### src/rtl/cpu_ctrl_pkg.sv
// cpu_ctrl_pkg
//   Shared definitions for the fetch/execute control slice of the two-stage
//   RISC-V core: sequencer state encoding, PC step size and a helper that
//   forces a redirect target onto a word boundary.
package cpu_ctrl_pkg;

  typedef enum logic [1:0] {
    SEQ_RUN   = 2'd0,
    SEQ_STALL = 2'd1,
    SEQ_HALT  = 2'd2,
    SEQ_FAULT = 2'd3
  } seq_state_t;

  localparam logic [31:0] PC_STEP = 32'd4;

  // Instructions are word aligned; the low two target bits carry no meaning.
  function automatic logic [31:0] word_align(input logic [31:0] addr);
    return addr & ~32'd3;
  endfunction

endpackage

### src/rtl/mc_watchdog.sv
// mc_watchdog
//   Counts cycles spent waiting on the multi-cycle execute unit and flags
//   the last permitted wait cycle.
// Ports:
//   clk     in   core clock
//   res     in   asynchronous active-low reset
//   clear   in   restart the count at zero (new multi-cycle op)
//   en      in   one more wait cycle has elapsed without a result
//   expire  out  the current wait cycle is the last one allowed
// TIMEOUT = 0 turns the watchdog off: expire is then constant 0.
module mc_watchdog #(
  parameter int unsigned TIMEOUT = 64
) (
  input  logic clk,
  input  logic res,
  input  logic clear,
  input  logic en,
  output logic expire
);

  // Width is $clog2(TIMEOUT+1); keep at least one bit so the disabled
  // configuration still elaborates.
  localparam int unsigned CW = (TIMEOUT == 0) ? 1 : $clog2(TIMEOUT + 1);
  localparam logic [CW-1:0] LIMIT = (TIMEOUT == 0) ? '0 : CW'(TIMEOUT - 1);

  logic [CW-1:0] count;

  always_ff @(posedge clk or negedge res) begin
    if (!res) begin
      count <= '0;
    end else if (clear) begin
      count <= '0;
    end else if (en) begin
      count <= count + CW'(1);
    end
  end

  assign expire = (TIMEOUT != 0) && (count == LIMIT);

endmodule

### src/rtl/pc_sequencer.sv
// pc_sequencer
//   Fetch/execute sequencer: owns the program counter, the instruction
//   register load enable and the liveness of the EX-stage instruction.
//   Redirects on taken branches/jumps (squashing the wrong-path fetch),
//   stalls around the multi-cycle unit with a watchdog, and handles
//   EBREAK halt/resume.
// Ports:
//   clk, res        clock, asynchronous active-low reset
//   ex_halt         EX instruction is EBREAK
//   ex_redirect     EX instruction is a taken branch/JAL/JALR
//   ex_target       redirect target (bits [1:0] ignored)
//   ex_multicycle   EX instruction needs the multi-cycle unit
//   mc_done         multi-cycle result valid (one-cycle pulse)
//   resume          leave HALT
//   pc_F            instruction memory fetch address
//   pc_EX           PC of the instruction in EX
//   ir_load         IR and pc_EX load enable
//   ex_valid        EX instruction is architecturally live
//   ex_commit       EX instruction writes back this cycle
//   mc_start        start pulse to the multi-cycle unit
//   halted          in HALT or FAULT
//   fault           watchdog expired
//   dbg_state       current sequencer state
//
// Multi-cycle handshake: mc_start is a single-cycle pulse issued in the RUN
// cycle that dispatches the op; the unit answers with a single-cycle mc_done
// pulse some cycles later, and the sequencer accepts it in the same cycle it
// arrives (that cycle commits). mc_done outside STALL is ignored, and
// mc_start is never raised while waiting.
module pc_sequencer
  import cpu_ctrl_pkg::*;
#(
  parameter logic [31:0] RESET_PC   = 32'h0000_0000,
  parameter int unsigned MC_TIMEOUT = 64
) (
  input  logic        clk,
  input  logic        res,
  input  logic        ex_halt,
  input  logic        ex_redirect,
  input  logic [31:0] ex_target,
  input  logic        ex_multicycle,
  input  logic        mc_done,
  input  logic        resume,
  output logic [31:0] pc_F,
  output logic [31:0] pc_EX,
  output logic        ir_load,
  output logic        ex_valid,
  output logic        ex_commit,
  output logic        mc_start,
  output logic        halted,
  output logic        fault,
  output seq_state_t  dbg_state
);

  seq_state_t  state;
  seq_state_t  state_nxt;
  logic [31:0] pc_f_nxt;
  logic        valid_nxt;
  logic        wd_clear;
  logic        wd_en;
  logic        wd_expire;

  mc_watchdog #(
    .TIMEOUT (MC_TIMEOUT)
  ) u_watchdog (
    .clk    (clk),
    .res    (res),
    .clear  (wd_clear),
    .en     (wd_en),
    .expire (wd_expire)
  );

  always_ff @(posedge clk or negedge res) begin
    if (!res) begin
      state    <= SEQ_RUN;
      pc_F     <= RESET_PC;
      pc_EX    <= RESET_PC;
      ex_valid <= 1'b0;
    end else begin
      state    <= state_nxt;
      pc_F     <= pc_f_nxt;
      ex_valid <= valid_nxt;
      // pc_EX tracks the address of whatever word the IR captures.
      if (ir_load) begin
        pc_EX <= pc_F;
      end
    end
  end

  always_comb begin
    state_nxt = state;
    pc_f_nxt  = pc_F;
    valid_nxt = ex_valid;
    ir_load   = 1'b0;
    ex_commit = 1'b0;
    mc_start  = 1'b0;
    halted    = 1'b0;
    fault     = 1'b0;
    wd_clear  = 1'b0;
    wd_en     = 1'b0;

    case (state)
      SEQ_RUN: begin
        if (!ex_valid) begin
          // Bubble (after reset, redirect or resume): fetch only.
          ir_load   = 1'b1;
          pc_f_nxt  = pc_F + PC_STEP;
          valid_nxt = 1'b1;
        end else if (ex_halt) begin
          valid_nxt = 1'b0;
          state_nxt = SEQ_HALT;
        end else if (ex_redirect) begin
          // Commit the link write; the word fetched alongside is wrong-path.
          ex_commit = 1'b1;
          ir_load   = 1'b1;
          pc_f_nxt  = word_align(ex_target);
          valid_nxt = 1'b0;
        end else if (ex_multicycle) begin
          mc_start  = 1'b1;
          wd_clear  = 1'b1;
          state_nxt = SEQ_STALL;
        end else begin
          ex_commit = 1'b1;
          ir_load   = 1'b1;
          pc_f_nxt  = pc_F + PC_STEP;
        end
      end

      SEQ_STALL: begin
        if (mc_done) begin
          // A result in the last permitted cycle beats the watchdog.
          ex_commit = 1'b1;
          ir_load   = 1'b1;
          pc_f_nxt  = pc_F + PC_STEP;
          state_nxt = SEQ_RUN;
        end else begin
          wd_en = 1'b1;
          if (wd_expire) begin
            valid_nxt = 1'b0;
            state_nxt = SEQ_FAULT;
          end
        end
      end

      SEQ_HALT: begin
        halted    = 1'b1;
        valid_nxt = 1'b0;
        if (resume) begin
          state_nxt = SEQ_RUN;
        end
      end

      SEQ_FAULT: begin
        halted    = 1'b1;
        fault     = 1'b1;
        valid_nxt = 1'b0;
      end

      default: begin
        state_nxt = SEQ_RUN;
      end
    endcase
  end

  assign dbg_state = state;

endmodule
### config.mk
export PLATFORM = sky130hd
export DESIGN_NAME = pc_sequencer
export DESIGN_NICKNAME = d
export VERILOG_FILES = /design/src/rtl/cpu_ctrl_pkg.sv /design/src/rtl/mc_watchdog.sv /design/src/rtl/pc_sequencer.sv
export SDC_FILE = /design/constraint.sdc
export NUM_CORES = 1
export LEC_CHECK = 0
export ABC_AREA = 1
export BUFFER_PORTS_ARGS = -buffer_cell sky130_fd_sc_hd__buf_2
export CAP_MARGIN = 30
export CORE_MARGIN = 8
export CORE_UTILIZATION = 50
export DETAILED_ROUTE_END_ITERATION = 8
export GPL_ROUTABILITY_DRIVEN = 0
export PLACE_DENSITY = 0.76
export SETUP_SLACK_MARGIN = 0.05
export SYNTH_ARGS = -nofsm -noshare
export SYNTH_HDL_FRONTEND = slang
export SYNTH_SLANG_ARGS = --single-unit
### constraint.sdc
create_clock -name clk -period 2.1 [get_ports clk]
set_input_delay 0.315 -clock clk [delete_from_list [all_inputs] [get_ports clk]]
set_output_delay 0.315 -clock clk [all_outputs]
set_load 0.02 [all_outputs]
==> reports/qor.csv, run 1 <==
stage,metric,value,unit
timing,Worst Clk Skew,0.0126,ns
cells_and_area,synthesis-to-finish area growth,17.8,%
global_routing,vias in the first global route,4030,
cts,H-tree levels,3,
die,Initial Util,50.4,%
cts,Clock Root Buffer,clkbuf_8,
synth,Synth top area share,40.7,%
routing,WL final,11.5,mm
routing,DRC viols,0,
die,die width,109,microns
timing,TNS Setup,0,ns
synth,"count leader, synth",nand2_1,
power_and_ir_drop,Leak Pwr,2.57,nW
synth,mapped cell area,4310,sq um
synth,Yosys warning count,0,
power_and_ir_drop,total power per unit cell area,475,nW/um^2
synth,Area contributors post-synth,"dfrtp_1 (41%), nand2_1 (13%), nor2_1 (7.1%), inv_1 (5.1%), a21oi_2 (4.7%)",
power_and_ir_drop,Internal,1.84,mW
synth,Post-Synthesis Cells,580,
global_routing,first-pass GRT wire length,18.9,mm
critical_path,worst flop-to-flop path endpoint,pc_F[17],
power_and_ir_drop,sw frac,23.6,%
critical_path,critical path's largest stage delay,0.43,ns
critical_path,reg2reg path depth,9,
synth,ys async rst share,100,%
die,die area,11800,sq um
hold_path,Hold Path Stages,3,
critical_path,crit-path max FO,4,
timing,shortest period the worst path allows,1.94,ns
power_and_ir_drop,clock power share,40.1,%
die,io pins,111,
cells_and_area,diode count,0,
power_and_ir_drop,Psw,568,uW
synth,commonest cells in the synthesized netlist,"nand2_1 (151), nor2_1 (82), dfrtp_1 (70), inv_1 (59), nand3_1 (35)",
die,Die Height,109,microns
critical_path,Worst Path Required,1.78,ns
critical_path,CP Cell Sequence,inv_2 -> ha_2 -> inv_1 -> a21oi_2 -> nand2b_4 -> buf_2,
power_and_ir_drop,Seq pwr share,56.2,%
place,dpl ws,0.209,ns
synth,main flop type after synthesis,dfrtp_1,
routing,via count,4098,
timing,Final Setup Violations,0,
routing,iteration count of the initial detailed-routing pass,5,
global_routing,largest net degree at the start of global routing,71,
global_routing,met1 GRT Util,24.7,%
cts,Sink Count,70,
cts,"Clk Latency, worst-skew pair",0.36,ns
place,hpwl dp,8.56,mm
timing,Final Cycle Share,92.4,%
cts,CTS tree,built,
power_and_ir_drop,logic gate share of total power,3.8,%
routing,initial DRC count,290,
cts,clock buffer depth,2,
global_routing,GR peak layer,met2,
critical_path,FF-to-FF setup slack,0.19,ns
cts,Worst-path clk slew,0.08,ns
cells_and_area,share of layout cells above drive strength 1,28.6,%
hold_path,hold_sp,ex_target[3],
global_routing,GRT overflow,0,
critical_path,CP endpoint kind,primary output,
synth,synthesized area per cell,7.42,sq um
die,Site Rows,34,
critical_path,crit start category,flop,
critical_path,slowest library cell on the worst path,dfrtp_1,
timing,Fmax,515,MHz
synth,largest area contributor in the netlist,dfrtp_1,
global_routing,GR Layer Usage met2,32.8,%
timing,Hold Slack,0.235,ns
power_and_ir_drop,maximum VDD drop,0.318,mV
synth,Yosys cell types,38,
critical_path,reg2reg start,dbg_state[1],
global_routing,Overall Global Routing Usage,20.1,%
global_routing,met3 GRT Util,5.26,%
critical_path,"Arr. time, crit path",1.63,ns
synth,"FF+latch count, synth",70,
die,Core Footprint,8550,sq um
hold_path,worst hold-check path type,input pin to flop,
timing,Final WS setup,0.159,ns
timing,fin. max-slew vios,0,
hold_path,hold worst-path end,pc_F[3],
cts,total CTS buffers,9,
synth,sequential area share after synthesis,40.7,%
critical_path,Crit Path Category,flop to primary output,
timing,Final Hold Viols,0,
routing,WL/cell,14.3,microns
routing,Vias/cell,5.12,
synth,number of flops mapped to enable cells by yosys,0,
timing,unrepaired setup endpoints after global routing,no,
run,total of max-cap violations,0,
cells_and_area,Layout Nets,733,
global_routing,initial antenna violation count,0,
outcome,status,finished clean,
place,PortBufs,104,
routing,remaining antenna violation count,0,
cells in the final DEF (no fill, tap or decap), types with 8 or more instances in the layout:
master and instances:
a21oi_1 25, a21oi_2 23, buf_2 103, buf_4 8, clkbuf_8 10, dfrtp_1 70
inv_1 57, nand2_1 151, nand3_1 35, nor2_1 82, nor2_2 22, o21ai_0 21
o21ai_1 14
layout make-up:
class	instances	area, sq um
Fill cell	805	3480
Multi-Input combinational cell	428	2140
Sequential cell	70	1750
Timing Repair Buffer	115	637
Inverter	63	244
Clock buffer	12	145
Tap cell	108	135
Clock inverter	4	22.5
how the worst max path moves through the flow:
stage / slack (ns) / depth (start not counted) / from / endpoint
floorplan: 0.37 / 7 / dbg_state[0] / ir_load
detailed placement: 0.21 / 9 / dbg_state[1] / pc_F[18]
CTS: 0.05 / 5 / dbg_state[0] / mc_start
global placement: 0.27 / 9 / dbg_state[1] / pc_F[18]
global route: 0.06 / 6 / dbg_state[0] / ir_load
finish: 0.16 / 6 / dbg_state[1] / ir_load
state kept, by name (all words and copies together) (netlist names):
signal            count
u_watchdog.count      7
pc_F                 30
dbg_state             2
pc_EX                30
ex_valid              1
through the flow:
| step | instance area, sq um | util [%] | power, mW | instances |
|---|---|---|---|---|
| 2_1_floorplan | 4320 | - | 1.40 | 583 |
| 3_3_place_gp | 4860 | 56.8 | 1.47 | 780 |
| 3_5_place_dp | 4860 | 56.8 | 1.47 | 780 |
| 4_1_cts | 5030 | 58.9 | 2.43 | 797 |
| 5_1_grt | 5070 | 59.3 | 2.51 | 800 |
| 6_report | 5070 | 59.3 | 2.41 | 800 |
power groups by stage:
stage / combinational (mW) / sequential, mW / clock [mW]
6_report: 0.0906 / 1.35 / 0.965
5_1_grt: 0.102 / 1.35 / 1.05
3_3_place_gp: 0.0904 / 1.38 / 0
3_5_place_dp: 0.0905 / 1.38 / 0
4_1_cts: 0.0921 / 1.35 / 0.988
2_1_floorplan: 0.0227 / 1.38 / 0
routing by layer:
metal	wire, microns	part of all wire, %
met1	4780	42
met2	5540	48
met3	876	7.6
met4	265	2.3
met5	0	0
critical path, delay by kind of cell (launching register included):
family	cells	cell delay (ns)
AND/OR/NAND/NOR	1	0.17
flip-flops	1	0.43
buffers and inverters	3	0.33
adder cells (fa/ha/maj)	1	0.21
AO/OA/AOI/OAI	1	0.13
timing repair:
| action | CTS | global route |
|---|---|---|
| endpoints found under the hold margin | 19 | 0 |
| hold buffers | 1 | 0 |
| pin swaps | 1 | 1 |
| buffers inserted | 0 | 3 |
| endpoints found under the setup margin | 1 | 10 |
| resized for setup | 0 | 8 |
kinds of logic (layout without fill, tap and decap cells):
logic type	Yosys count	after routing	synth area share [%]
other	1	4	0.0871
DFF	70	70	40.7
buffers and inverters	85	194	10.0
and+or+nand+nor	320	320	33.2
adders and majority gates	7	7	2.03
xor gates and xnor gates	2	2	0.407
AOI/OAI and AO/OA	95	95	13.6
(Power assumes the default switching activity.)
==> run 2, diff against run 1 <==
CORE_UTILIZATION = 54   (was 50)
PLACE_DENSITY = 0.81   (was 0.76)
==> reports/qor.csv, run 2 (synthesized netlist as in run 1, its figures left out) <==
stage,metric,value,unit,change
critical_path,crit-path max FO,4,,unchanged
die,Initial Util,55.7,%,+5.4 points
routing,initial DRC count,240,,-17%
cells_and_area,largest registers,"pc_EX x30, pc_F x30, u_watchdog.count x7",,
global_routing,GRT overflow,0,,unchanged
die,Core Footprint,7730,sq um,-9.6%
place,hpwl dp,8.63,mm,+0.86%
routing,iteration count of the initial detailed-routing pass,5,,unchanged
cts,Setup Buffers After CTS,0,,unchanged
routing,via count,4202,,+2.5%
cells_and_area,"commonest non-fill, non-tap cell in the layout",nand2_1,,
timing,TNS Setup,0,ns,unchanged
routing,DRC viols,0,,unchanged
timing,Hold Slack,0.242,ns,+0.00712 ns
cells_and_area,synthesis-to-finish area growth,19.4,%,
cells_and_area,# fillers,692,,-14%
place,Post-Place Cells,776,,-0.51%
cts,Sink Count,70,,unchanged
timing,shortest period the worst path allows,1.94,ns,-0.00191 ns
critical_path,critical path's largest stage delay,0.43,ns,about the same
global_routing,GR peak layer,met2,,
timing,Final Hold Viols,0,,unchanged
die,Die Height,105,microns,-3.2%
critical_path,CP endpoint kind,primary output,,
routing,WL/cell,14.6,microns,+2.1%
global_routing,met1 GRT Util,25.2,%,+0.57 points
timing,Fmax,516,MHz,about the same
cts,CTS tree,built,,
routing,Vias/cell,5.30,,+3.4%
power_and_ir_drop,Leak Pwr,2.59,nW,+1.0%
global_routing,met3 GRT Util,5.36,%,+0.099 points
outcome,status,finished clean,,
routing,remaining antenna violation count,0,,unchanged
cts,"Clk Latency, worst-skew pair",0.35,ns,about the same
critical_path,slowest library cell on the worst path,dfrtp_1,,
power_and_ir_drop,Internal,2.12,mW,+15%
cells_and_area,Layout Nets,732,,-0.14%
timing,unrepaired setup endpoints after global routing,no,,
cts,total CTS buffers,9,,unchanged
cells_and_area,post-route design area,5140,sq um,+1.4%
cts,Clock Root Buffer,clkbuf_8,,
timing,Worst Clk Skew,0.00860,ns,-0.00402 ns
cts,clock buffer depth,2,,unchanged
global_routing,largest net degree at the start of global routing,71,,unchanged
timing,fin. max-slew vios,0,,unchanged
global_routing,vias in the first global route,4125,,+2.4%
global_routing,first-pass GRT wire length,19.5,mm,+2.8%
power_and_ir_drop,Seq pwr share,49.9,%,-6.3 points
run,total of max-cap violations,0,,unchanged
cts,H-tree levels,3,,unchanged
die,Site Rows,32,,-5.9%
critical_path,Crit Path Category,flop to primary output,,
timing,Final Cycle Share,92.3,%,about the same
timing,Final Setup Violations,0,,unchanged
global_routing,GR Layer Usage met2,35.9,%,+3.1 points
critical_path,Worst Path Required,1.78,ns,about the same
power_and_ir_drop,total power per unit cell area,527,nW/um^2,+11%
cells_and_area,most frequent cells in the layout,"nand2_1 (151), buf_2 (104), nor2_1 (82), dfrtp_1 (70), inv_1 (57)",,
cells_and_area,"non-filler cells, final",793,,-0.88%
power_and_ir_drop,logic gate share of total power,3.3,%,-0.5 points
global_routing,Overall Global Routing Usage,21.1,%,+1.0 points
critical_path,CP Cell Sequence,inv_2 -> ha_4 -> inv_1 -> a21oi_2 -> nand2b_4 -> buf_2,,
power_and_ir_drop,Power Total,2.71,mW,+13%
routing,WL final,11.6,mm,+1.2%
power_and_ir_drop,clock power share,46.9,%,+6.8 points
place,post-placement cell area,4880,sq um,+0.41%
die,die width,105,microns,-3.2%
cells_and_area,share of layout cells above drive strength 1,28.9,%,+0.33 points
place,PortBufs,104,,unchanged
die,io pins,111,,unchanged
critical_path,"Arr. time, crit path",1.62,ns,about the same
cts,Worst-path clk slew,0.07,ns,about the same
power_and_ir_drop,Psw,594,uW,+4.6%
critical_path,crit start category,flop,,
cells_and_area,diode count,0,,unchanged
die,die area,11100,sq um,-6.3%
hold_path,worst hold-check path type,input pin to flop,,
power_and_ir_drop,sw frac,21.9,%,-1.7 points
global_routing,initial antenna violation count,0,,unchanged
power_and_ir_drop,maximum VDD drop,0.290,mV,-9.0%
-- run 2: changes by cell type in the layout (fill, tap and decap cells not counted), moves of 2 or more --
cell	previous run	this run
clkinv_2	3	1
buf_4	8	6
clkbuf_1	2	0
bufinv_16	0	2
-- run 2: worst paths after layout --
check,slack (ns),startpoint,cells past startpoint,to
worst min-delay path,0.24,ex_target[3],3,pc_F[3]
max in group asynchronous,1.27,res,3,pc_F[19]
min in group asynchronous,0.53,res,3,pc_EX[4]
worst min register to register,0.52,pc_EX[18],2,pc_EX[18]
worst max-delay path,0.16,dbg_state[0],6,ir_load
worst max register to register,0.26,dbg_state[1],11,pc_F[15]
-- run 2: final cells by class --
cell class / instances / area [sq um] / share of cell area [%]
inverters: 63 / 239 / 4.65
multi-input cells: 428 / 2160 / 41.9
clock inverters: 5 / 81.3 / 1.58
flip-flops and latches: 70 / 1750 / 34.1
well taps: 102 / 128 / 2.48
clock buffers: 11 / 151 / 2.94
repair buffers: 114 / 636 / 12.4
-- run 2: critical path, delay by kind of cell, from the launching register on --
family | cells | cell delay [ns]
adder cells (fa/ha/maj) | 1 | 0.16
AO/OA/AOI/OAI | 1 | 0.12
flip-flops | 1 | 0.43
buffers and inverters | 3 | 0.37
AND/OR/NAND/NOR | 1 | 0.19
-- run 2: power groups by stage --
stage / combinational [mW] / clock (mW) / sequential, mW
after CTS: 0.0900 / 1.28 / 1.35
after global placement: 0.0874 / 0 / 1.38
after global routing: 0.101 / 1.32 / 1.35
after detailed placement: 0.0883 / 0 / 1.38
after floorplan: 0.0227 / 0 / 1.38
final: 0.0889 / 1.27 / 1.35
-- run 2: metal layers --
metal,vias to the layer above,wire [microns]
met5,-,0
met4,0,228
met3,21,941
met2,166,5640
met1,1963,4780
li1,2052,-
-- run 2: timing repair --
item                                   in CTS  in global routing
resized for setup                           1                  5
hold buffers                                1                  0
setup endpoints to repair                   2                 13
pin swaps                                   1                  0
endpoints found under the hold margin      34                  0
-- run 2: through the flow --
stage	setup WS (ns)	util, %
floorplan	0.368	-
global placement	0.269	63.1
detailed placement	0.183	63.1
CTS	0.0633	66.3
global route	0.0653	66.5
finish	0.161	66.5
